$ cat config.mk
export PLATFORM = sky130hd
export DESIGN_NAME = mem_port_arbiter
export DESIGN_NICKNAME = d
export VERILOG_FILES = /design/src/rtl/mem_port_arbiter.sv
export SDC_FILE = /design/constraint.sdc
export NUM_CORES = 1
export LEC_CHECK = 0
export CAP_MARGIN = 20
export CORE_MARGIN = 10
export CORE_UTILIZATION = 50
export DETAILED_ROUTE_END_ITERATION = 8
export DONT_BUFFER_PORTS = 1
export HOLD_SLACK_MARGIN = 0.02
export PLACE_DENSITY = 0.73
export SLEW_MARGIN = 40
export SYNTH_ARGS = -nofsm -noshare
export SYNTH_HDL_FRONTEND = slang
export SYNTH_SLANG_ARGS = --single-unit
$ cat constraint.sdc
create_clock -name clk -period 6.2 [get_ports clk]
set_clock_uncertainty 0.05 [all_clocks]
set_input_delay 0.93 -clock clk [delete_from_list [all_inputs] [get_ports clk]]
set_output_delay 0.93 -clock clk [all_outputs]
set_load 0.02 [all_outputs]
$ cat src/rtl/mem_port_arbiter.sv
// Arbiter sharing one single-ported, variable-latency memory between the fetch
// stage and the memory-access stage, with ack timeout and fetch flush handling.
module mem_port_arbiter #(
    parameter int ACK_TIMEOUT = 255,
    parameter int CNT_W       = 8
) (
    input  logic        clk,
    input  logic        rst,
    input  logic        i_req,
    input  logic [31:0] i_addr,
    output logic [31:0] i_rdata,
    output logic        i_ready,
    input  logic        d_req,
    input  logic        d_we,
    input  logic [3:0]  d_be,
    input  logic [31:0] d_addr,
    input  logic [31:0] d_wdata,
    output logic [31:0] d_rdata,
    output logic        d_ready,
    input  logic        flush,
    output logic        m_req,
    output logic        m_we,
    output logic [3:0]  m_be,
    output logic [31:0] m_addr,
    output logic [31:0] m_wdata,
    input  logic [31:0] m_rdata,
    input  logic        m_ack,
    output logic        stall_req,
    output logic        bus_err
);

    typedef enum logic [1:0] {IDLE, I_BUSY, D_BUSY, DONE} state_t;

    localparam logic [CNT_W-1:0] CNT_LAST = CNT_W'(ACK_TIMEOUT - 1);

    state_t            state, state_nx;
    logic [CNT_W-1:0]  cnt;
    logic [31:0]       addr_q, wdata_q;
    logic [3:0]        be_q;
    logic              we_q;
    logic              drop_q;
    logic              i_ready_q, d_ready_q;
    logic              busy, timeout;

    assign busy    = (state == I_BUSY) || (state == D_BUSY);
    assign timeout = busy && !m_ack && (cnt == CNT_LAST);

    // NOTE: every always_comb output gets a default first so no path leaves it unassigned (no latch).
    always_comb begin
        state_nx = state;
        case (state)
            IDLE: begin
                if (d_req)
                    state_nx = D_BUSY;
                else if (i_req && !flush)
                    state_nx = I_BUSY;
            end
            I_BUSY, D_BUSY: begin
                if (m_ack || timeout)
                    state_nx = DONE;
            end
            DONE:    state_nx = IDLE;
            default: state_nx = IDLE;
        endcase
    end

    // NOTE: sequential state uses non-blocking assignments; the async reset clears every register.
    always_ff @(posedge clk or posedge rst) begin
        if (rst) begin
            state     <= IDLE;
            cnt       <= '0;
            addr_q    <= '0;
            wdata_q   <= '0;
            be_q      <= '0;
            we_q      <= 1'b0;
            drop_q    <= 1'b0;
            i_rdata   <= '0;
            d_rdata   <= '0;
            i_ready_q <= 1'b0;
            d_ready_q <= 1'b0;
            bus_err   <= 1'b0;
        end else begin
            state     <= state_nx;
            i_ready_q <= 1'b0;
            d_ready_q <= 1'b0;
            bus_err   <= 1'b0;
            case (state)
                IDLE: begin
                    cnt    <= '0;
                    drop_q <= 1'b0;
                    // Data wins: it belongs to the older instruction in the pipe.
                    if (d_req) begin
                        addr_q  <= d_addr;
                        we_q    <= d_we;
                        be_q    <= d_be;
                        wdata_q <= d_wdata;
                    end else if (i_req && !flush) begin
                        addr_q  <= i_addr;
                        we_q    <= 1'b0;
                        be_q    <= 4'hF;
                        wdata_q <= '0;
                    end
                end
                I_BUSY: begin
                    if (flush)
                        drop_q <= 1'b1;
                    if (m_ack || timeout) begin
                        i_rdata   <= timeout ? 32'd0 : m_rdata;
                        i_ready_q <= !(drop_q || flush);
                        bus_err   <= timeout;
                    end else begin
                        cnt <= cnt + 1'b1;
                    end
                end
                D_BUSY: begin
                    if (m_ack || timeout) begin
                        if (!we_q)
                            d_rdata <= timeout ? 32'd0 : m_rdata;
                        d_ready_q <= 1'b1;
                        bus_err   <= timeout;
                    end else begin
                        cnt <= cnt + 1'b1;
                    end
                end
                DONE: begin
                    cnt    <= '0;
                    drop_q <= 1'b0;
                end
                default: ;
            endcase
        end
    end

    assign m_req   = busy;
    assign m_we    = busy && we_q;
    assign m_be    = be_q;
    assign m_addr  = addr_q;
    assign m_wdata = wdata_q;

    // A flush landing in the DONE cycle still cancels delivery of that fetch.
    assign i_ready = i_ready_q && !flush;
    assign d_ready = d_ready_q;

    // A dropped fetch keeps the fetch stage stalled until its memory access ends.
    assign stall_req = !rst && ((d_req && !d_ready) ||
                                (i_req && !i_ready && !flush) ||
                                (i_req && (state == I_BUSY) && (drop_q || flush)));

endmodule
Word level (Yosys, flattened, before mapping)
Index checks and enable logic that the tools add are counted.
Word-level totals
  bits in registers: 147
  input bits: 139
  output and inout bits: 138
  logic and storage cells: 77
Cells by class
  $add $sub $neg: 1
  equality and inequality tests: 8
  multiplexer cells: 23
  bitwise logic cells: 1
  reduce and logical (&&, ||, !) cells: 32
Operator list (count)
  $mux W32: 5
  $pmux W8 S2: 1
  $logic_and A1 B1 Y1: 11
  $mux W1: 9
  $add A8 B1 Y8 const B: 1
  $eq A8 B8 Y1 const B: 1
  $mux W4: 2
  $mux W8: 1
  $reduce_and A2 Y1: 4
  $logic_not A1 Y1: 6
  $mux W2: 3
  $pmux W2 S3: 1
  $logic_or A1 B1 Y1: 5
  $eq A2 B2 Y1 const B: 2
  $ne A2 B2 Y1 const B: 2
  $reduce_bool A2 Y1: 2
  $reduce_or A2 Y1: 2
  $ne A3 B3 Y1 const B: 1
  $reduce_and A3 Y1: 1
  $eq A2 B1 Y1 const B: 1
  $logic_not A2 Y1: 1
  $ne A2 B1 Y1 const B: 1
  $pmux W1 S2: 1
  $not A1 Y1: 1

Depth between registers and ports, before layout
Gate-level depths: netlist of run 1.
  word-level depth: 8
  mapped depth: 8
  depth with buffers taken out: 6

Worst setup path after synthesis of run 1
OpenSTA, ideal clock, no wires.
  path kind: input to output
  from: input d_req
  to: output stall_req
  arrival time: 1.900 ns
  data required time: 5.220 ns
  setup slack: 3.320 ns
  cell stages on the path: 5
  path buffers: 3
  cell sequence: buf_2 buf_4 buf_2 a21oi_1 a21oi_1
Between the ends
  longest elaborated chain between the ends: 4
RTL lines
  start, declared: line 13  | input logic d_req,
  $logic_and A1 B1 Y1: line 145  | assign stall_req = !rst && ((d_req && !d_ready) ||
  $logic_or A1 B1 Y1: line 145
  $logic_or A1 B1 Y1: line 146  | (i_req && !i_ready && !flush) ||
  $logic_and A1 B1 Y1: line 145
  end, declared: line 28  | output logic stall_req,
Every way passes these cells.

Worst setup path in the final report of run 1
  from: register state[0]
  to: output m_we
Between the ends
  longest elaborated chain between the ends: 3
  elaborated cells between the ends (all ways): 4
  classes of those cells: eq/ne: 2; reduce/logical: 2
RTL lines
  start, declared: line 36  | state_t state, state_nx;
  start signal, assigned: line 83  | state <= state_nx;
  $eq A2 B1 Y1 or $eq A2 B2 Y1 (tied branches): line 45  | assign busy = (state == I_BUSY) || (state == D_BUSY);
  $logic_or A1 B1 Y1 *: line 45
  via m_req: line 21  | output logic m_req,
  $logic_and A1 B1 Y1 *: line 135  | assign m_we = busy && we_q;
  end, declared: line 22  | output logic m_we,
The timed path passes the listed nets; every way through them passes the cells marked *.

==> results.ini, run 1 <==
[setup_path]
crit_path_end_kind = primary output
worst-r2r-setup-slack_ns = 4.02
path_buf_inv = 1
arrival_ns = 1.93
setup.worst_path.class = flip-flop to primary output
crit_family = adder cells
start_kind = flip-flop
crit_path_cell_trace = inv_1, ha_1, and2_1
cp.required_ns = 5.22
worst-path-max-fanout = 13
timing.critical_path.slowest_stage_cell = sky130_fd_sc_hd__ha_1
slowest_stage_delay_cp_ns = 0.67

[cells_and_area]
antenna_cell_count = 0
area_growth_syn_to_layout_pct = 9.91
num-fill-cells = 946
final-instance-count-excl-fill = 601
area_used_by_multi_input_combinational_logic_um2 = 2050
layout.area.seq_um2 = 3680
final_nets = 590
drive_gt1_share_pct = 9.61
layout.cells.most_common = sky130_fd_sc_hd__dfrtp_1
mostFrequentLayoutCells = sky130_fd_sc_hd__dfrtp_1, sky130_fd_sc_hd__a22o_1, sky130_fd_sc_hd__nand2_1

[clocking]
cts-root-to-sink-buffers = 2
worstSkewPairLatency_ns = 0.41
cts_sinks = 147
cts_setup_buffers = 0
ctsRootBufferMaster = sky130_fd_sc_hd__clkbuf_16
cts_hold_buffers = 0
tritoncts = yes
cts-resized-gates = 0
cts.htree.levels = 4
clk_transition_reported_paths_ns = 0.06
cts-buffers-inserted = 17

[logic_synthesis]
ys_types = 43
synth_area_per_cell_um2 = 12.9
synth.cell_area_um2 = 5960
yosys_warnings = 0
ys.flop_type = sky130_fd_sc_hd__dfrtp_1
netlist_instances = 462
synthArstFlopShare_pct = 100
post_synthesis_register_bit_count = 147
synth-edff-count = 0
seq_area_frac_synth_pct = 61.7
synth_nets = 607

[place]
placer_congestion_estimate = 0.811
setup_slack_placement_ns = 3.52
post-place-cells = 569
io_buffer_count = 0
dpl.hpwl_mm = 11.9

[grt]
grt_first_pass_wirelength_mm = 24.0
grt_start_max_net_pins = 98
globalRoute.busiestLayer = met2
grt_use_met1_pct = 20.7
gr-total-overflow = 0
met2_track_utilization_from_global_routing_pct = 30.5
antenna_found_initial = 0
grt_pass1_vias = 3897
grt_usage_pct = 18.8
gr-usage-met3_pct = 9.67

[timing]
setup_tns_ns = 0
report.final.hold_viol_count = 0
relSlewSlack_pct = 55.5
fmaxAchievable_mhz = 343
final-max-slew-violation-count = 0
fin_crit_ns = 2.91
worst_pin_slew_ns = 0.668
setup_viol = 0
fin_crit_sh_pct = 47.0
worst_slack_ns = 3.29
rsz0062_at_grt = false

[power]
power.static_leakage_uw = 0.00307
power-per-cell-area_nw_per_um2 = 613
max-vdd-ir-drop_mv = 0.322

[route]
initialDrtViolationCount = 309
remaining_drc_errors = 0
first_pass_iters = 6
routed_via_density = 6.33
count_of_nets_left_with_antenna_violations_after_detail_routing = 0
num_vias = 3806
wl_mm = 16.1
route.detailed.wl_per_inst_um = 26.8

[die]
die-height_um = 129
dieArea_um2 = 16700
die_x_um = 129
fp.coreArea_um2 = 11600
floorplan.io_pins = 277
start_util_pct = 51.5
placement_rows = 39

[run]
drv_cap = 0

[run_status]
outcome = finished clean

[hold_path]
min-delay-path-class = input pin to asynchronous set/reset pin

## cells by family after synthesis
family	after synthesis	synth area share, %
and+or+nand+nor	70	5.75
adders and majority gates	6	1.26
DFF	147	61.7
buffers and inverters	47	4.03
AOI/OAI and AO/OA	155	21.1
muxes	34	5.73
xor gates and xnor gates	3	0.441
## synthesized netlist by cell type, drive strengths merged, types with 4 or more instances
| master | count | area [um^2] |
|---|---|---|
| o21ai | 36 | 184 |
| nor2b | 4 | 25.0 |
| a32o | 32 | 320 |
| o22a | 4 | 35.0 |
| ha | 6 | 75.1 |
| nand2 | 40 | 165 |
| nand3 | 4 | 20.0 |
| inv | 7 | 26.3 |
| dfrtp | 147 | 3680 |
| clkbuf | 23 | 87.6 |
| buf | 17 | 126 |
| nor2 | 5 | 18.8 |
| mux2i | 33 | 330 |
| a22o | 66 | 578 |
| and2 | 6 | 37.5 |
## sequential cells by signal, indices dropped and copies added (netlist names), 2 cells and up
signal / cells
d_rdata: 32
i_rdata: 32
m_addr: 32
m_wdata: 32
cnt: 8
m_be: 4
state: 2
## cell type report
type	count	area share (%)
clock buffer	17	6.49
sequential	147	56.1
timing repair buffer	4	0.573
clock inverter	15	2.23
multi-input combinational	268	31.3
tap	143	2.73
inverter	7	0.477
## report_power, final
part	internal, uW	total (uW)	switching, uW
Sequential	1370	2220	846
Combinational	381	811	431
Clock	564	984	419
Total	2320	4010	1700
## per-stage QoR
step	area [um^2]	util, %	hold WS, ns	total power (uW)
floorplan	5960	-	0.398	2790
global placement	5970	51.6	0.421	3020
detailed placement	5980	51.7	0.429	3070
CTS	6550	56.6	0.438	4070
global route	6550	56.6	0.457	4240
finish	6550	56.6	0.428	4010
## worst paths after layout
kind                       startpoint          end  cells after the start
max in group asynchronous         rst  m_wdata[10]                      2
min reg2reg                    drop_q    i_ready_q                      1
min                               rst       cnt[2]                      1
min in group clk               drop_q    i_ready_q                      1
max reg2reg                  state[0]  d_rdata[12]                      5
max                          state[0]         m_we                      3
## routing by layer
layer	vias up	routed length, um
met5	-	0
met4	0	282
met3	21	2220
met2	223	7890
met1	1861	5740
li1	1701	-
(Power assumes the default switching activity.)
==> run 2, diff against run 1 <==
--- a/config.mk
+++ b/config.mk
@@ -5,6 +5,7 @@
 export SDC_FILE = /design/constraint.sdc
 export NUM_CORES = 1
 export LEC_CHECK = 0
+export ABC_AREA = 1
 export CAP_MARGIN = 20
 export CORE_MARGIN = 10
 export CORE_UTILIZATION = 50
==> constraint.sdc (replaced) <==
create_clock -name clk -period 2.88 [get_ports clk]
set_clock_uncertainty 0.05 [all_clocks]
set_input_delay 0.432 -clock clk [delete_from_list [all_inputs] [get_ports clk]]
set_output_delay 0.432 -clock clk [all_outputs]
set_load 0.02 [all_outputs]
==> results.ini, run 2 <==
[clocking]
ctsRootBufferMaster = sky130_fd_sc_hd__clkbuf_16
tritoncts = yes
cts-root-to-sink-buffers = 2
cts.htree.levels = 4
cts-buffers-inserted = 17
cts_sinks = 147
clk_transition_reported_paths_ns = 0.06
cts_setup_buffers = 0
worstSkewPairLatency_ns = 0.41

[route]
initialDrtViolationCount = 357
remaining_drc_errors = 0
first_pass_iters = 6
route.detailed.wl_per_inst_um = 21.5
wl_mm = 17.9
count_of_nets_left_with_antenna_violations_after_detail_routing = 0
routed_via_density = 5.83
num_vias = 4851

[logic_synthesis]
netlist_instances = 665
synth.largest_area_cell = sky130_fd_sc_hd__dfrtp_1
seq_area_frac_synth_pct = 57.7
synth_area_per_cell_um2 = 9.59
ys_types = 28
synthArstFlopShare_pct = 100
yosysMostFrequentCell = sky130_fd_sc_hd__nand2_1
top_post_synthesis_cells_by_count = sky130_fd_sc_hd__nand2_1, sky130_fd_sc_hd__dfrtp_1, sky130_fd_sc_hd__nand4_1
yosys_warnings = 0
synth_nets = 810
post_synthesis_register_bit_count = 147
ys.flop_type = sky130_fd_sc_hd__dfrtp_1
synth.cell_area_um2 = 6380
synth-edff-count = 0
synthTopCellsByArea = sky130_fd_sc_hd__dfrtp_1, sky130_fd_sc_hd__nand2_1, sky130_fd_sc_hd__nand4_1, sky130_fd_sc_hd__a22o_1, sky130_fd_sc_hd__a31oi_1
yosysTopAreaCellShare_pct = 57.7

[setup_path]
setup.worst_path.class = flip-flop to flip-flop
crit_path_end_kind = flip-flop
cp.required_ns = 3.15
arrival_ns = 2.44
start_kind = flip-flop
worst-path-max-fanout = 34

[grt]
grt_usage_pct = 19.8
gr-total-overflow = 0
grt_first_pass_wirelength_mm = 27.8
antenna_found_initial = 0
grt_start_max_net_pins = 73
grt_pass1_vias = 4858

[power]
power_uw = 9050
power.static_leakage_uw = 0.00341
max-vdd-ir-drop_mv = 0.641
power-per-cell-area_nw_per_um2 = 1290

[cells_and_area]
area_growth_syn_to_layout_pct = 9.87
layout.cells.most_common = sky130_fd_sc_hd__nand2_1
num-fill-cells = 1084
final_nets = 792
drive_gt1_share_pct = 10.6
antenna_cell_count = 0
mostFrequentLayoutCells = sky130_fd_sc_hd__nand2_1, sky130_fd_sc_hd__dfrtp_1, sky130_fd_sc_hd__nand4_1
final-instance-count-excl-fill = 832

[timing]
rsz0062_at_grt = false
worst_slack_ns = 0.709
final-max-slew-violation-count = 0
fmaxAchievable_mhz = 461
worst_hold_slack_ns = 0.107
fin_crit_sh_pct = 75.4
setup_tns_ns = 0
setup_viol = 0
relSlewSlack_pct = 60.2
report.final.hold_viol_count = 0
fin_crit_ns = 2.17
worst_pin_slew_ns = 0.596

[die]
floorplan.io_pins = 277
die_x_um = 133
start_util_pct = 50.7
fp.coreArea_um2 = 12600
dieArea_um2 = 17700
placement_rows = 41
die-height_um = 133

[run]
drv_cap = 0

[place]
setup_slack_placement_ns = 0.740
io_buffer_count = 0
placer_congestion_estimate = 0.788
post-place-cells = 799
dpl.hpwl_mm = 13.2

[run_status]
outcome = finished clean

[hold_path]
min-delay-path-class = input pin to flip-flop

-- run 2: cell types whose count changed after synthesis, sizes merged, moves of 13 or more --
cell / delta
buf: +20
a31oi: +30
nand2: +192
o21ai: -31
a32o: -32
mux2i: -33
nor2: +40
a22o: -33
nand4: +64
inv: +13
-- run 2: worst max-delay path, cell delays in order, from the launching register on --
cell and delay [ns]:
sky130_fd_sc_hd__dfrtp_1 0.40, sky130_fd_sc_hd__inv_1 0.11, sky130_fd_sc_hd__ha_1 0.22, sky130_fd_sc_hd__nand2_2 0.06
sky130_fd_sc_hd__buf_4 0.23, sky130_fd_sc_hd__inv_2 0.40, sky130_fd_sc_hd__buf_4 0.33, sky130_fd_sc_hd__nor2_1 0.07
sky130_fd_sc_hd__a31oi_1 0.16
-- run 2: per-stage QoR --
step | area, um^2 | utilization, %
after floorplan | 6380 | -
after global placement | 6380 | 50.8
after detailed placement | 6380 | 50.8
after CTS | 7010 | 55.7
after global routing | 7010 | 55.7
final | 7010 | 55.7
-- run 2: worst paths after layout --
check	cells past startpoint	endpoint	slack (ns)	start
min in group asynchronous	2	i_ready_q	0.53	rst
worst min register to register	2	state[0]	0.47	state[0]
worst max register to register	8	m_addr[26]	0.71	state[1]
worst max-delay path	8	m_addr[26]	0.71	state[1]
worst min-delay path	1	m_wdata[9]	0.11	d_wdata[9]
max in group asynchronous	3	m_addr[30]	1.52	rst
-- run 2: timing repair --
action	in CTS	in global routing
hold endpoints to repair	21	0
hold buffers	1	0
gates resized for setup	0	0
-- run 2: kinds of logic after synthesis --
family	count (synthesis)	synth area share, %
AOI/OAI and AO/OA	79	9.08
xor gates and xnor gates	3	0.412
adders and majority gates	6	1.18
buffers and inverters	68	6.22
DFF	147	57.7
and+or+nand+nor	362	25.4
-- run 2: power by group --
| group | internal [uW] | leakage (uW) | switching [uW] |
|---|---|---|---|
| Clock | 1410 | 0.000302 | 883 |
| Combinational | 739 | 0.00130 | 1190 |
| Sequential | 2960 | 0.00181 | 1870 |
-- run 2: cell type report --
type / instances / area (um^2) / area share (%)
Inverter: 20 / 81.3 / 1.16
Timing Repair Buffer: 11 / 110 / 1.57
Multi-Input combinational cell: 450 / 2300 / 32.9
Sequential cell: 147 / 3680 / 52.5
Tap cell: 172 / 215 / 3.07
Clock buffer: 19 / 443 / 6.32
Clock inverter: 13 / 174 / 2.48
-- run 2: layer usage --
layer	wire length (um)	track usage, %	share of wire [%]	up-vias
met4	327	7.52	1.8	0
met2	8560	31.2	48	271
met3	2590	11.0	14	20
met5	0	0	0	-
met1	6400	21.8	36	2342
li1	-	-	-	2218
